==> src/rtl/vga_pkg.sv <==
// Shared constants, encodings and helpers for the VGA pattern generator.
package vga_pkg;

  localparam int unsigned H_DISP = 800;
  localparam int unsigned V_DISP = 600;

  localparam logic [7:0] COL_WHITE   = 8'hFF;
  localparam logic [7:0] COL_YELLOW  = 8'hFC;
  localparam logic [7:0] COL_CYAN    = 8'h1F;
  localparam logic [7:0] COL_GREEN   = 8'h1C;
  localparam logic [7:0] COL_MAGENTA = 8'hE3;
  localparam logic [7:0] COL_RED     = 8'hE0;
  localparam logic [7:0] COL_BLUE    = 8'h03;
  localparam logic [7:0] COL_BLACK   = 8'h00;

  typedef enum logic [1:0] {
    MODE_VSTRIPE = 2'd0,
    MODE_HSTRIPE = 2'd1,
    MODE_CHECK   = 2'd2,
    MODE_BARS    = 2'd3
  } mode_e;

  typedef enum logic [1:0] {
    DB_IDLE,
    DB_PRESS_WAIT,
    DB_HELD,
    DB_REL_WAIT
  } db_state_e;

  // Comparator chain against k*w; avoids a divider.
  function automatic logic [2:0] stripe_index(input logic [9:0] v, input int unsigned w);
    logic [2:0] idx;
    idx = '0;
    for (int unsigned k = 1; k < 8; k++) begin
      if ({22'd0, v} >= k * w) idx = 3'(k);
    end
    return idx;
  endfunction

  function automatic logic [7:0] bar_color(input logic [2:0] idx);
    logic [7:0] c;
    case (idx)
      3'd0:    c = COL_WHITE;
      3'd1:    c = COL_YELLOW;
      3'd2:    c = COL_CYAN;
      3'd3:    c = COL_GREEN;
      3'd4:    c = COL_MAGENTA;
      3'd5:    c = COL_RED;
      3'd6:    c = COL_BLUE;
      default: c = COL_BLACK;
    endcase
    return c;
  endfunction

endpackage

==> src/rtl/btn_debounce.sv <==
// Push-button synchroniser and debounce FSM; emits a one-cycle press pulse
// when a press has been stable for DEBOUNCE_CYC cycles.
module btn_debounce
  import vga_pkg::*;
#(
  parameter int unsigned DEBOUNCE_CYC = 500000
) (
  input  logic clk,
  input  logic reset,
  input  logic btn_in,
  output logic press
);

  localparam logic [18:0] CNT_LAST = 19'(DEBOUNCE_CYC - 1);

  logic [1:0]  sync_q, sync_d;
  db_state_e   state_q, state_d;
  logic [18:0] cnt_q, cnt_d;
  logic        press_q, press_d;
  logic        sync;

  assign sync = sync_q[1];

  always_comb begin
    sync_d  = {sync_q[0], btn_in};
    state_d = state_q;
    cnt_d   = cnt_q;
    press_d = 1'b0;
    case (state_q)
      DB_IDLE: begin
        if (sync) begin
          state_d = DB_PRESS_WAIT;
          cnt_d   = '0;
        end
      end
      DB_PRESS_WAIT: begin
        if (!sync) begin
          state_d = DB_IDLE;
          cnt_d   = '0;
        end else if (cnt_q == CNT_LAST) begin
          state_d = DB_HELD;
          cnt_d   = '0;
          press_d = 1'b1;
        end else begin
          cnt_d = cnt_q + 19'd1;
        end
      end
      DB_HELD: begin
        if (!sync) begin
          state_d = DB_REL_WAIT;
          cnt_d   = '0;
        end
      end
      DB_REL_WAIT: begin
        if (sync) begin
          state_d = DB_HELD;
          cnt_d   = '0;
        end else if (cnt_q == CNT_LAST) begin
          state_d = DB_IDLE;
          cnt_d   = '0;
        end else begin
          cnt_d = cnt_q + 19'd1;
        end
      end
      default: begin
        state_d = DB_IDLE;
        cnt_d   = '0;
      end
    endcase
  end

  always_ff @(posedge clk or negedge reset) begin
    if (!reset) begin
      sync_q  <= '0;
      state_q <= DB_IDLE;
      cnt_q   <= '0;
      press_q <= 1'b0;
    end else begin
      sync_q  <= sync_d;
      state_q <= state_d;
      cnt_q   <= cnt_d;
      press_q <= press_d;
    end
  end

  assign press = press_q;

endmodule

==> src/rtl/vga_pattern_gen.sv <==
// Pixel-colour stage: button-selected test pattern, frame-synchronous mode
// changes, scrolling colour bars, 2-cycle registered colour pipeline.
module vga_pattern_gen
  import vga_pkg::*;
#(
  parameter int unsigned H_DISP       = vga_pkg::H_DISP,
  parameter int unsigned V_DISP       = vga_pkg::V_DISP,
  parameter int unsigned STRIPE_W     = 100,
  parameter int unsigned SCROLL_STEP  = 4,
  parameter int unsigned DEBOUNCE_CYC = 500000
) (
  input  logic       clk,
  input  logic       reset,
  input  logic [9:0] pixel_x,
  input  logic [9:0] pixel_y,
  input  logic       video_on,
  input  logic       frame_start,
  input  logic       btn_mode,
  output logic [7:0] color,
  output logic       color_valid,
  output logic [1:0] mode
);

  localparam logic [10:0] H_DISP_W = 11'(H_DISP);

  logic press;

  btn_debounce #(.DEBOUNCE_CYC(DEBOUNCE_CYC)) u_debounce (
    .clk    (clk),
    .reset  (reset),
    .btn_in (btn_mode),
    .press  (press)
  );

  logic [1:0]  mode_q, mode_d;
  logic [9:0]  off_q, off_d;
  logic        req_q, req_d;
  logic [10:0] off_sum, xs_sum;
  logic [9:0]  xs;
  logic [1:0]  mode1_q, mode1_d;
  logic [2:0]  ix1_q, ix1_d, iy1_q, iy1_d;
  logic        von1_q, von1_d;
  logic [7:0]  color_q, color_d;
  logic        valid_q, valid_d;

  // A press landing on the frame_start cycle survives the clear.
  always_comb begin
    req_d   = press | (req_q & ~frame_start);
    mode_d  = mode_q;
    off_d   = off_q;
    off_sum = {1'b0, off_q} + 11'(SCROLL_STEP);
    if (frame_start) begin
      if (req_q) begin
        mode_d = mode_q + 2'd1;
        off_d  = '0;
      end else if (mode_q == MODE_BARS) begin
        off_d = (off_sum >= H_DISP_W) ? 10'(off_sum - H_DISP_W) : 10'(off_sum);
      end
    end
  end

  always_comb begin
    xs_sum  = {1'b0, pixel_x} + ((mode_q == MODE_BARS) ? {1'b0, off_q} : 11'd0);
    xs      = (xs_sum >= H_DISP_W) ? 10'(xs_sum - H_DISP_W) : 10'(xs_sum);
    mode1_d = mode_q;
    ix1_d   = stripe_index(xs, STRIPE_W);
    iy1_d   = stripe_index(pixel_y, STRIPE_W);
    von1_d  = video_on & ({22'd0, pixel_x} < H_DISP) & ({22'd0, pixel_y} < V_DISP);
  end

  always_comb begin
    color_d = '0;
    case (mode1_q)
      MODE_VSTRIPE: color_d = ix1_q[0] ? COL_RED : COL_BLACK;
      MODE_HSTRIPE: color_d = iy1_q[0] ? COL_GREEN : COL_BLACK;
      MODE_CHECK:   color_d = (ix1_q[0] ^ iy1_q[0]) ? COL_BLUE : COL_RED;
      default:      color_d = bar_color(ix1_q);
    endcase
    if (!von1_q) color_d = '0;
    valid_d = von1_q;
  end

  always_ff @(posedge clk or negedge reset) begin
    if (!reset) begin
      mode_q  <= '0;
      off_q   <= '0;
      req_q   <= 1'b0;
      mode1_q <= '0;
      ix1_q   <= '0;
      iy1_q   <= '0;
      von1_q  <= 1'b0;
      color_q <= '0;
      valid_q <= 1'b0;
    end else begin
      mode_q  <= mode_d;
      off_q   <= off_d;
      req_q   <= req_d;
      mode1_q <= mode1_d;
      ix1_q   <= ix1_d;
      iy1_q   <= iy1_d;
      von1_q  <= von1_d;
      color_q <= color_d;
      valid_q <= valid_d;
    end
  end

  assign color       = color_q;
  assign color_valid = valid_q;
  assign mode        = mode_q;

endmodule

==> config.mk <==
export PLATFORM = sky130hd
export DESIGN_NAME = vga_pattern_gen
export DESIGN_NICKNAME = d
export VERILOG_FILES = /design/src/rtl/vga_pkg.sv /design/src/rtl/btn_debounce.sv /design/src/rtl/vga_pattern_gen.sv
export SDC_FILE = /design/constraint.sdc
export NUM_CORES = 1
export LEC_CHECK = 0
export ABC_AREA = 1
export CORE_AREA = 2 2 84 126
export DETAILED_ROUTE_END_ITERATION = 10
export DIE_AREA = 0 0 86 128
export GPL_TIMING_DRIVEN = 0
export PLACE_DENSITY_LB_ADDON = 0.15
export SYNTH_ARGS = -nofsm -noshare
export SYNTH_HDL_FRONTEND = slang
export SYNTH_HIERARCHICAL = 1
export SYNTH_SLANG_ARGS = --single-unit
==> constraint.sdc <==
create_clock -name clk -period 4.6 [get_ports clk]
set_input_delay 1.15 -clock clk [delete_from_list [all_inputs] [get_ports clk]]
set_output_delay 1.15 -clock clk [all_outputs]
set_load 0.1 [all_outputs]
Yosys cells after proc, flatten, opt, wreduce, memory -nomap -nowiden
Index checks and enable logic that the tools add are counted.
{"block": "totals", "regBits": 53, "in_bits": 25, "out_inout_bits": 11, "wordCells": 109}
{"block": "op_classes", "n_addsub": 6, "n_lt_le_gt_ge": 18, "eq_ne": 17, "n_mux": 41, "n_bitwise": 6, "reduce_logical": 8}
{"cell": "2-to-1 mux 19 bit", "n": 5}
{"cell": "case mux 19 bit (4 select lines)", "n": 1}
{"cell": ">= comparator 10 x 9 -> 1 bit, second input constant", "n": 6}
{"cell": "case mux 8 bit (7 select lines)", "n": 1}
{"cell": "2-to-1 mux 10 bit", "n": 5}
{"cell": ">= comparator 10 bit, second input constant", "n": 4}
{"cell": "2-to-1 mux 8 bit", "n": 3}
{"cell": "case mux 8 bit (3 select lines)", "n": 1}
{"cell": ">= comparator 11 x 10 -> 1 bit, second input constant", "n": 2}
{"cell": ">= comparator 10 x 7 -> 1 bit, second input constant", "n": 2}
{"cell": ">= comparator 10 x 8 -> 1 bit, second input constant", "n": 2}
{"cell": "< comparator 10 bit, second input constant", "n": 2}
{"cell": "subtractor 10 bit, second input constant", "n": 2}
{"cell": "adder 19 x 1 -> 19 bit, second input constant", "n": 1}
{"cell": "== test 19 bit, second input constant", "n": 1}
{"cell": "2-to-1 mux 3 bit", "n": 6}
{"cell": "2-to-1 mux 2 bit", "n": 6}
{"cell": "adder 10 x 10 -> 11 bit", "n": 1}
{"cell": "adder 10 x 3 -> 11 bit, second input constant", "n": 1}
{"cell": "2-to-1 mux 1 bit", "n": 11}
{"cell": "== test 3 bit, second input constant", "n": 3}
{"cell": "== test 2 bit, second input constant", "n": 4}
{"cell": "case mux 2 bit (4 select lines)", "n": 1}
{"cell": "== test 3 x 2 -> 1 bit, second input constant", "n": 2}
{"cell": "other kinds (17)", "n": 23}

Depth between registers and ports, before layout
{"block": "logic_depth", "ltp_word": 13, "ltp_mapped": 28, "ltp_nobuf": 27}

By module
Netlist, hierarchy kept.
{"module": "vga_pattern_gen", "n_inst": 1, "cells_each": 329, "area_per_inst_um2": 2234.6, "seq_area_each_um2": 550.5}
{"module": "btn_debounce", "n_inst": 1, "cells_each": 195, "area_per_inst_um2": 1534.0, "seq_area_each_um2": 600.6}

Worst setup path after synthesis
OpenSTA, ideal clock, no wires.
{"block": "synth_timing", "path_type": "register to register", "start": "register mode_q[0] (netlist: mode[0])", "end": "register ix1_q[0]", "setup_time_ns": 0.116, "arrival_time_ns": 3.618, "required_time_ns": 4.484, "slack_ns": 0.866, "path_stages_with_launch": 29, "n_path_buf": 1, "synth_period_minus_slack_ns": 3.734, "cell_sequence": "dfrtp_1 -> ha_1 -> clkbuf_1 -> nand2_1 -> inv_1 -> ha_1 -> nand2_1 -> inv_1 -> nand2_1 -> nand3_2 -> nand2_1 -> nand2_1 -> inv_1 -> ha_1 -> inv_1 -> nor2_4 -> o21ai_2 -> nand2_4 -> nand2_4 -> nand2_4 -> nand2_4 -> nor2_4 -> nand2_2 -> nand2_2 -> nor2_1 -> nor2_2 -> nand2_1 -> nand2_1 -> nand2_1"}
{"block": "synth_via", "elab_chain_len": 13, "elab_cells_between_ends": 20, "classes_between": "add/sub (2); order compare (8); eq/ne (1); mux (9)"}
{"item": "from (decl)", "line_no": "vga_pattern_gen.sv:35", "source": "logic [1:0] mode_q, mode_d;"}
{"item": "from (signal assigned)", "line_no": "vga_pattern_gen.sv:95", "source": "mode_q <= mode_d;"}
{"item": "== test 2 bit (*)", "line_no": "vga_pattern_gen.sv:63", "source": "xs_sum = {1'b0, pixel_x} + ((mode_q == MODE_BARS) ? {1'b0, off_q} : 11'd0);"}
{"item": "2-to-1 mux 10 bit (*)", "line_no": "vga_pattern_gen.sv:63"}
{"item": "adder 10 x 10 -> 11 bit (*)", "line_no": "vga_pattern_gen.sv:63"}
{"item": "subtractor 10 bit / >= comparator 11 x 10 -> 1 bit (equally long branches)", "line_no": "vga_pattern_gen.sv:64", "source": "xs = (xs_sum >= H_DISP_W) ? 10'(xs_sum - H_DISP_W) : 10'(xs_sum);"}
{"item": "2-to-1 mux 10 bit (*)", "line_no": "vga_pattern_gen.sv:64"}
{"item": ">= comparator 10 x 7 -> 1 bit", "line_no": "vga_pkg.sv:35", "source": "if ({22'd0, v} >= k * w) idx = 3'(k);"}
{"item": "2-to-1 mux 1 bit", "line_no": "vga_pkg.sv:35"}
{"item": "2-to-1 mux 3 bit (5 in series)", "line_no": "vga_pkg.sv:35"}
{"item": "2-to-1 mux 3 bit (*)", "line_no": "vga_pkg.sv:35"}
{"item": "named net ix1_d[0]", "line_no": "vga_pattern_gen.sv:41", "source": "logic [2:0] ix1_q, ix1_d, iy1_q, iy1_d;"}
{"item": "to (signal assigned)", "line_no": "vga_pattern_gen.sv:99", "source": "ix1_q <= ix1_d;"}
{"item": "to (decl)", "line_no": "vga_pattern_gen.sv:41"}
The timed path passes the listed nets; every way through them passes the cells marked *.
A chain may end at the register's enable or synchronous reset.

Worst setup path in the final report
{"block": "layout_timing", "start": "input port pixel_x[5]", "end": "register ix1_q[0]"}
{"block": "layout_via", "elab_chain_len": 11, "elab_cells_between_ends": 18, "classes_between": "add/sub (2); order compare (8); mux (8)"}
{"item": "from (decl)", "line_no": "vga_pattern_gen.sv:14", "source": "input logic [9:0] pixel_x,"}
{"item": "adder 10 x 10 -> 11 bit (*)", "line_no": "vga_pattern_gen.sv:63"}
{"item": "subtractor 10 bit / >= comparator 11 x 10 -> 1 bit (equally long branches)", "line_no": "vga_pattern_gen.sv:64"}
{"item": "2-to-1 mux 10 bit (*)", "line_no": "vga_pattern_gen.sv:64"}
{"item": ">= comparator 10 x 7 -> 1 bit", "line_no": "vga_pkg.sv:35"}
{"item": "2-to-1 mux 1 bit", "line_no": "vga_pkg.sv:35"}
{"item": "2-to-1 mux 3 bit (5 in series)", "line_no": "vga_pkg.sv:35"}
{"item": "2-to-1 mux 3 bit (*)", "line_no": "vga_pkg.sv:35"}
{"item": "named net ix1_d[0]", "line_no": "vga_pattern_gen.sv:41"}
Marks and branches as above.

==> summary.txt <==
Run status
  – Status: completed

Synthesis
  – Mapped cell area: 3770 µm²
  – Distinct cells, synth: 50
  – Share of the synthesized area in the top cell type: slightly above 30%
  – Main combinational cell family by area after synthesis: simple AND/OR/NAND/NOR gates
  – Synth area leader: dfrtp_1
  – Post-synthesis compound-gate area fraction: between 10% and 20%
  – EDFF count, synth: 0
  – Post-synthesis xor/xnor area fraction: between 3 and 4%
  – Most frequent cell after synthesis: nand2_1
  – Synth top area cells: dfrtp_1, nand2_1, inv_1
  – Simple-gate portion of the synthesized area: between 30 and 40%
  – Proportion of synthesized area in mux cells: less than 1%
  – Synth cell count leaders: nand2_1, inv_1, nor2_1
  – Seq/Total Area, Yosys: around 30%
  – YS warnings: 6
  – Syn_area_per_cell: roughly 7.2 µm²
  – Synthesis-stage register bit count: between 40 and 50
  – Main synth FF type: dfrtp_1
  – Async S/R FF share, synth: 100%
  – Syn Inst Count: between 500 and 600
  – Synth Area in Adders: 5.51%

Clocking
  – CTS tree: done
  – Setup Buffers After CTS: 0
  – Clock-pin slew on the worst setup and hold paths: approximately 0.070 ns
  – CTS Buf Count: 5
  – Clk Latency, worst-skew pair: 0.30 ns
  – Maximum buffer depth of the clock tree: 2
  – CTS root buf: clkbuf_16
  – # hold bufs at CTS: 0
  – # clock sinks: 46
  – Cts repair resizes: 0
  – H-tree levels: 2

Timing
  – Skew final: approximately 0.0036 ns
  – Tmin final: around 3.8 ns
  – Setup TNS: 0 ns
  – Fin crit share: roughly 80%
  – Final Hold Vio Count: 0
  – Worst-Margin Slew: ~1 ns
  – Slew Limit Fails: 0
  – Highest clock rate: roughly 0.26 GHz
  – Setup violations, final: 0
  – RSZ-0062 raised after global routing: false
  – Worst rel slew slack: between 30% and 40%

Global route
  – Initial antenna violation count: 0
  – First-pass GRT wire length: 14900 µm
  – Tot GR Track Use: between 10% and 20%
  – Gr ovfl total: 0
  – Number of global-route vias before repair: 3387
  – Largest net degree at the start of global routing: 40

Power
  – Leakage: approximately 2.1 nW
  – Internal power: around 0.00085 W
  – VDD IR-drop max: 160 µV
  – Comb power frac: about 35%
  – Switching share of power: 39.4%
  – Clock power frac: between 20% and 30%
  – P_sw: ~0.00055 W
  – Final Power: ~0.0014 W
  – Sequential share of power: approximately 37%
  – Power Density: 316 nW/µm²

Detailed routing
  – Per-cell routed wire length: between 10 and 15 µm
  – Drt drc: 0
  – Routed via count: approximately 3.4k
  – Vias per cell: approximately 5.0
  – DRT Pass-1 Iters: 4
  – ANT nets after route: 0
  – Drt initial violations: ~110
  – DRT Wirelength: around 8600 µm

Worst setup path
  – Crit path kind: primary input to register
  – Crit path DAT: 3.98 ns
  – Maximum fanout along the worst path: 6
  – Crit path required time: about 4.8 ns
  – CP Capture Type: register
  – Worst setup SP type: primary input

Finish
  – Synth-to-Final Area Change: 17.3%
  – Diodes inserted: 0
  – Multi-input logic area: 2270 µm²
  – Share of cells above drive strength 1: about 15%
  – Register cell area after layout: around 1200 µm²
  – FILL cells: 1001
  – Final nets: around 610

Place
  – HPWL after DPL: 6960 µm
  – Routability Congestion: ~0.85
  – I/O Buffers: 33

Job
  – Max_cap viols: 0

Floorplanning
  – Starting Density: a little under two fifths
  – I/O pin cnt: 36
  – Die Y: 128 µm
  – Row Count: 45
  – Die Width: around 86 µm
  – Core footprint: approximately 10000 µm²
  – Die area: 11000 µm²

Min path
  – Hold Crit Class: register to register
-- worst max-delay path: stages --
cell	delay [ns]
clkdlybuf4s50_1	0.42
ha_1	0.37
a21oi_2	0.25
nand3_2	0.14
nand2_1	0.08
nand2_1	0.07
inv_1	0.13
ha_1	0.17
inv_1	0.08
nor2_4	0.13
o21ai_2	0.08
nand2_4	0.10
nand2_4	0.10
nand2_4	0.09
nand2_4	0.07
nor2_4	0.15
inv_2	0.05
o21ai_1	0.07
nand2_1	0.06
nand2_1	0.07
nand2_1	0.05
nand2_1	0.05
nand2_1	0.04
-- path summary, 6_finish.rpt --
| kind | start | end | slack [ns] | depth (start not counted) |
|---|---|---|---|---|
| setup / recovery | pixel_x[5] | ix1_q[0] | 0.81 | 23 |
| min in group asynchronous | reset | u_debounce/sync_q[1] | 0.69 | 1 |
| max in group asynchronous | reset | u_debounce/cnt_q[12] | 3.44 | 2 |
| hold / removal | u_debounce/sync_q[0] | u_debounce/sync_q[1] | 0.36 | 0 |
| setup reg to reg | mode[0] | ix1_q[0] | 1.09 | 28 |
| hold reg to reg | u_debounce/sync_q[0] | u_debounce/sync_q[1] | 0.36 | 0 |
-- state kept, by name, indices dropped and copies added, names as in the netlist --
register            count
u_debounce/cnt_q       19
off_q                   8
color                   3
ix1_q                   3
mode1_q                 2
mode                    2
u_debounce/state_q      2
u_debounce/sync_q       2
color_valid             1
iy1_q                   1
req_q                   1
u_debounce/press        1
valid_d                 1
-- cell families (layout without fill, tap and decap cells) --
kind of cell | count (synthesis) | count (layout)
and+or+nand+nor | 305 | 305
buffers and inverters | 83 | 125
AOI/OAI and AO/OA | 56 | 56
DFF | 46 | 46
adders and majority gates | 16 | 16
xor gates and xnor gates | 15 | 15
muxes | 2 | 2
other | 1 | 3
-- cell type report --
type / instances / share of cell area (%)
well taps: 117 / 3.31
flip-flops and latches: 46 / 26.0
multi-input cells: 397 / 51.3
plain buffers: 10 / 1.87
inverters: 73 / 6.23
clock buffers: 5 / 2.83
clock inverters: 3 / 0.651
repair buffers: 34 / 7.81
-- layer usage --
layer / part of all wire [%] / track usage [%] / vias up
li1: - / - / 1772
met1: 38 / 17.1 / 1600
met2: 57 / 32.7 / 31
met3: 1.9 / 2.25 / 13
met4: 2.9 / 8.03 / 0
met5: 0 / 0 / -
-- stage by stage --
step | instances | area [µm²] | hold WS [ns] | utilization (%) | setup WS, ns
floorplan | 526 | 3780 | 0.331 | - | 0.866
global placement | 676 | 4250 | 0.340 | 42.7 | 0.493
detailed placement | 677 | 4270 | 0.336 | 42.8 | 0.459
CTS | 685 | 4420 | 0.362 | 44.4 | 0.773
global route | 685 | 4420 | 0.379 | 44.4 | 0.521
finish | 685 | 4420 | 0.357 | 44.4 | 0.812
-- power by group through the flow --
stage / logic (W) / registers (W) / clock network, W
detailed placement: 0.000498 / 0.000526 / 0
global route: 0.000550 / 0.000530 / 0.000414
global placement: 0.000489 / 0.000525 / 0
finish: 0.000494 / 0.000520 / 0.000381
CTS: 0.000499 / 0.000519 / 0.000397
floorplan: 0.000351 / 0.000537 / 0
-- layout by cell type, fill, tap and decap left out, drive strengths merged, types with 2 or more instances in the layout --
cell / count
nand2: 168
inv: 73
nor2: 63
dfrtp: 46
nand3: 45
clkdlybuf4s50: 32
o21ai: 21
nand4: 17
ha: 15
a21oi: 12
xor2: 11
buf: 11
o22ai: 8
nor3: 7
clkbuf: 6
o21bai: 4
xnor2: 4
conb: 3
clkinv: 3
nand3b: 2
o211ai: 2
a32o: 2
or2: 2
(Power assumes the default switching activity.)
